## src/rtl/subleq_ctrl_hs.sv

```systemverilog
// SUBLEQ instruction sequencer driving PC/R/MAR/MDR/ALU strobes over the shared bus,
// with req/ack memory handshake, run/step control, halt/timeout handling and retire counter.
module subleq_ctrl_hs #(
    parameter int BRANCH_MODE   = 0,
    parameter int HALT_ON_NEG_C = 1,
    parameter int TIMEOUT       = 255,
    parameter int ICOUNT_W      = 32
) (
    input  logic                clk,
    input  logic                reset_n,
    input  logic                run,
    input  logic                step,
    input  logic                flag_z,
    input  logic                flag_n,
    input  logic                c_msb,
    input  logic                mem_ack,
    output logic                pc_out,
    output logic                pc_in,
    output logic                pc_inc,
    output logic                r_in,
    output logic                mar_in,
    output logic                mdr_in,
    output logic                mdr_out,
    output logic                read_mem,
    output logic                write_mem,
    output logic                comp_alu,
    output logic                save_flags,
    output logic                busy,
    output logic                halted,
    output logic                mem_err,
    output logic [3:0]          state,
    output logic [ICOUNT_W-1:0] instr_count
);

    typedef enum logic [3:0] {
        IDLE   = 4'd0,
        A_ADDR = 4'd1,
        A_PRD  = 4'd2,
        A_PMAR = 4'd3,
        A_RD   = 4'd4,
        A_LAT  = 4'd5,
        B_ADDR = 4'd6,
        B_PRD  = 4'd7,
        B_PMAR = 4'd8,
        B_RD   = 4'd9,
        EXEC   = 4'd10,
        WB     = 4'd11,
        C_ADDR = 4'd12,
        C_RD   = 4'd13,
        BRANCH = 4'd14,
        HALT   = 4'd15
    } state_t;

    localparam int WCNT_W = (TIMEOUT < 2) ? 1 : $clog2(TIMEOUT + 1);

    state_t              state_q, state_d;
    logic [WCNT_W-1:0]   wait_cnt;
    logic                mem_err_q;
    logic [ICOUNT_W-1:0] count_q;
    logic                in_wait;
    logic                take;
    logic                timed_out;

    always_comb begin
        case (state_q)
            A_PRD, A_RD, B_PRD, B_RD, WB, C_RD: in_wait = 1'b1;
            default:                            in_wait = 1'b0;
        endcase
    end

    // Ack on the cycle the counter reaches TIMEOUT still completes the access
    assign timed_out = (TIMEOUT != 0) && in_wait && !mem_ack
                       && (wait_cnt == WCNT_W'(TIMEOUT));
    assign take      = (BRANCH_MODE != 0) ? flag_n : (flag_z | flag_n);

    always_comb begin
        state_d    = state_q;
        pc_out     = 1'b0;
        pc_in      = 1'b0;
        pc_inc     = 1'b0;
        r_in       = 1'b0;
        mar_in     = 1'b0;
        mdr_in     = 1'b0;
        mdr_out    = 1'b0;
        read_mem   = 1'b0;
        write_mem  = 1'b0;
        comp_alu   = 1'b0;
        save_flags = 1'b0;
        case (state_q)
            IDLE:   if (run || step) state_d = A_ADDR;
            A_ADDR: begin pc_out = 1'b1; mar_in = 1'b1; state_d = A_PRD; end
            A_PRD:  begin read_mem = 1'b1; if (mem_ack) state_d = A_PMAR; end
            A_PMAR: begin mdr_out = 1'b1; mar_in = 1'b1; state_d = A_RD; end
            A_RD:   begin read_mem = 1'b1; if (mem_ack) state_d = A_LAT; end
            A_LAT:  begin mdr_out = 1'b1; r_in = 1'b1; pc_inc = 1'b1; state_d = B_ADDR; end
            B_ADDR: begin pc_out = 1'b1; mar_in = 1'b1; state_d = B_PRD; end
            B_PRD:  begin read_mem = 1'b1; if (mem_ack) state_d = B_PMAR; end
            B_PMAR: begin mdr_out = 1'b1; mar_in = 1'b1; state_d = B_RD; end
            B_RD:   begin read_mem = 1'b1; if (mem_ack) state_d = EXEC; end
            EXEC: begin
                mdr_out    = 1'b1;
                comp_alu   = 1'b1;
                mdr_in     = 1'b1;
                save_flags = 1'b1;
                state_d    = WB;
            end
            WB: begin
                write_mem = 1'b1;
                if (mem_ack) begin
                    pc_inc  = 1'b1;
                    state_d = C_ADDR;
                end
            end
            C_ADDR: begin pc_out = 1'b1; mar_in = 1'b1; state_d = C_RD; end
            C_RD:   begin read_mem = 1'b1; if (mem_ack) state_d = BRANCH; end
            BRANCH: begin
                if (take && (HALT_ON_NEG_C != 0) && c_msb) begin
                    state_d = HALT;
                end else begin
                    if (take) begin
                        mdr_out = 1'b1;
                        pc_in   = 1'b1;
                    end else begin
                        pc_inc  = 1'b1;
                    end
                    state_d = run ? A_ADDR : IDLE;
                end
            end
            HALT:    state_d = HALT;
            default: state_d = IDLE;
        endcase
        if (timed_out) state_d = HALT;
    end

    always_ff @(posedge clk) begin
        if (!reset_n) begin
            state_q   <= IDLE;
            wait_cnt  <= '0;
            mem_err_q <= 1'b0;
            count_q   <= '0;
        end else begin
            state_q <= state_d;
            // Every wait state is entered from a non-wait state, so a state change clears it
            if (state_d != state_q)
                wait_cnt <= '0;
            else if (in_wait && (TIMEOUT != 0))
                wait_cnt <= wait_cnt + WCNT_W'(1);
            if (timed_out)
                mem_err_q <= 1'b1;
            if (state_q == BRANCH)
                count_q <= count_q + ICOUNT_W'(1);
        end
    end

    assign busy        = (state_q != IDLE) && (state_q != HALT);
    assign halted      = (state_q == HALT);
    assign mem_err     = mem_err_q;
    assign state       = state_q;
    assign instr_count = count_q;

endmodule

```

## config.mk

```make
export PLATFORM = sky130hd
export DESIGN_NAME = subleq_ctrl_hs
export DESIGN_NICKNAME = d
export VERILOG_FILES = /design/src/rtl/subleq_ctrl_hs.sv
export SDC_FILE = /design/constraint.sdc
export NUM_CORES = 1
export LEC_CHECK = 0
export ABC_AREA = 1
export CORE_UTILIZATION = 56
export CTS_CLUSTER_SIZE = 30
export DETAILED_ROUTE_END_ITERATION = 16
export PLACE_DENSITY = 0.86
export SYNTH_ARGS = -nofsm -noshare
export SYNTH_HDL_FRONTEND = slang
export SYNTH_SLANG_ARGS = --single-unit
```

## constraint.sdc

```tcl
create_clock -name clk -period 3.24 [get_ports clk]
set_input_delay 0.648 -clock clk [delete_from_list [all_inputs] [get_ports clk]]
set_output_delay 0.648 -clock clk [all_outputs]
set_load 0.01 [all_outputs]
```

==> reports/metrics.cfg <==
[run_status]
status=finished, final reports clean

[worst_hold_path]
hp-class=flop to flop
holdPathEnd=mem_err
hp-start=mem_err
min_path_cells=2

[critical_path]
reg2reg_slack_ns=1.08
required_ns=2.59
worstSetupPathType=flop to output pin
reg2reg_depth=10
crit_fanout=20
rr_startpoint=state[3]
worstReg2RegEnd=instr_count[20]
critPathCaptureType=output pin
start_kind=flop
cp-startpoint=state[3]
crit_arrival_ns=2.31

[timing]
tns_ns=0
relSlewSlack_pct=50.5
rsz0062_at_grt=false
max_freq_ghz=0.338
worst_slew_pin_slew_ns=0.741
clock-skew-final_ns=0.0107
setup_slack_ns=0.285
finalSetupViolCount=0
fin_crit_sh_pct=91.2
final_max_slew_viol_count=0
hold_violations=0
post-route-min-period_ns=2.95

[grt]
grt_usage_pct=28.0
grt_pass1_vias=2642
grt_max_degree=23
grt_pass1_wl_um=11900
antenna_found_initial=0
grt_overflow=0

[synth]
yosys_register_bits=45
seq_area_frac_synth_pct=31.2
synth_edf_count=0
synth.top_cell.area_share_pct=31.2
synth_area_sq_um=2890
synth_commonest_cells=nand2_1 (115), inv_1 (57), nor2_1 (48)
synth_top_area_cell=dfxtp_1
synthesis.instances=452
ys_warn_count=0
async_reset_ff_share_pct=0
synth_ff_type=dfxtp_1
syn_avg_cell_area_sq_um=6.38
yosysMostFrequentCell=nand2_1
synth.top_cells.by_area=dfxtp_1 (31%), nand2_1 (15%), inv_1 (7.4%)
syn_nets=462
ys_types=37

[floorplan]
start_util_pct=59.5
coreArea_sq_um=4850
dieHeight_um=73.8
num_io_pins=58
die_w_um=73.8
dieArea_sq_um=5440
std_cell_rows=25

[detailed_routing]
routedWlPerCell_um=12.8
antenna_left=0
drc=0
vias=3115
wirelength_um=7370
drt_pass1_iterations=5
drtIter0Drc=263
viasPerCell=5.40

[finish]
fill_cells=423
final_area_sq_um=3600
area_growth_pct=24.7
finalNetCount=519
diodes=0
drive_gt1_share_pct=9.41

[clock_tree]
cts_tree=yes
clk_pin_slew_ns=0.08
clkSinkCount=45
clk_path_buf_depth=2
cts_setup_buffers=0
cts_resized=0
root_buffer=clkbuf_8
cts_buffers=5
htreeDepth=2
clk_latency_ns=0.30
postCtsHoldBufs=0

[power_and_ir_drop]
p_per_area_nw_per_um2=320
p_leak_nw=1.33
peakVddDrop_mv=0.361

[placed_design]
io_buffers=57
hpwlAfterDp_um=5490
placed_cell_area_sq_um=3510
pre_cts_ws_ns=0.505
gp_congestion=0.904

[run]
cap_violations=0

## cell families after synthesis
kind of cell,count (synthesis),share of synthesized area [%]
XOR/XNOR,13,3.95
multiplexers,1,0.390
flip-flops,45,31.2
AO/OA/AOI/OAI,51,9.41
buffers and inverters,71,9.58
AND/OR/NAND/NOR,269,44.6
adder cells (fa/ha/maj),2,0.867
## layout by cell type (no fill, tap or decap), drive strengths merged
cell and count:
a21boi 1, a21oi 26, and2 1, buf 2, clkbuf 5, clkdlybuf4s50 57
clkinv 3, clkinvlp 1, dfxtp 45, ha 2, inv 61, mux2 1
nand2 124, nand2b 1, nand3 26, nand3b 8, nand4 14, nor2 67
nor3 26, nor3b 1, o211ai 2, o21a 1, o21ai 18, o21bai 2
o22ai 1, or2 1, xnor2 4, xor2 9
## sequential cells by signal, summed over array words and instances (netlist names)
name         count
wait_cnt         8
mem_err          1
state            4
instr_count     32
## through the flow
step	hold slack, ns	power (mW)	instances	util, %
after CTS	0.492	1.16	577	74.2
final	0.482	1.15	577	74.2
after global placement	0.452	0.812	569	72.4
after detailed placement	0.472	0.816	569	72.4
after global routing	0.515	1.20	577	74.2
after floorplan	0.496	0.733	452	-
## final cells by class
type	instances	area (sq um)	share of cell area, %
Clock inverter	3	17.5	0.487
Timing Repair Buffer	59	586	16.3
Tap cell	67	83.8	2.33
Multi-Input combinational cell	336	1710	47.5
Sequential cell	45	901	25.0
Clock buffer	5	68.8	1.91
Inverter	62	233	6.47
## how the worst max path moves through the flow
stage,to,slack (ns),depth (start not counted)
detailed placement,mdr_out,0.51,5
CTS,mdr_out,0.29,6
finish,mdr_out,0.29,6
global route,mdr_out,0.16,6
global placement,mdr_out,0.55,5
floorplan,mdr_out,1.10,7
## routing by layer
| metal | routed length, um | part of all wire, % | track usage, % | up-vias |
|---|---|---|---|---|
| met1 | 3430 | 46 | 39.9 | 1422 |
| met2 | 3330 | 45 | 44.3 | 127 |
| met5 | 0 | 0 | 0 | - |
| met4 | 65 | 0.88 | 6.41 | 0 |
| met3 | 552 | 7.5 | 4.12 | 6 |
| li1 | - | - | - | 1560 |
## worst max-delay path, cell delays in order, from the launching register on
cell and delay (ns):
dfxtp_1 0.55, nand2_2 0.17, inv_2 0.10, nand2_2 0.25, nor3_1 0.27, nand3b_1 0.14, clkdlybuf4s50_1 0.53
## where the power goes
| part | switching, mW | total, mW | internal (mW) | leakage (nW) |
|---|---|---|---|---|
| Clock | 0.196 | 0.345 | 0.149 | 0.0439 |
| Combinational | 0.137 | 0.231 | 0.0934 | 0.927 |
| Sequential | 0.0159 | 0.576 | 0.560 | 0.363 |
| Total | 0.349 | 1.15 | 0.802 | 1.33 |
No activity file was read; power rests on OpenSTA's default activity.
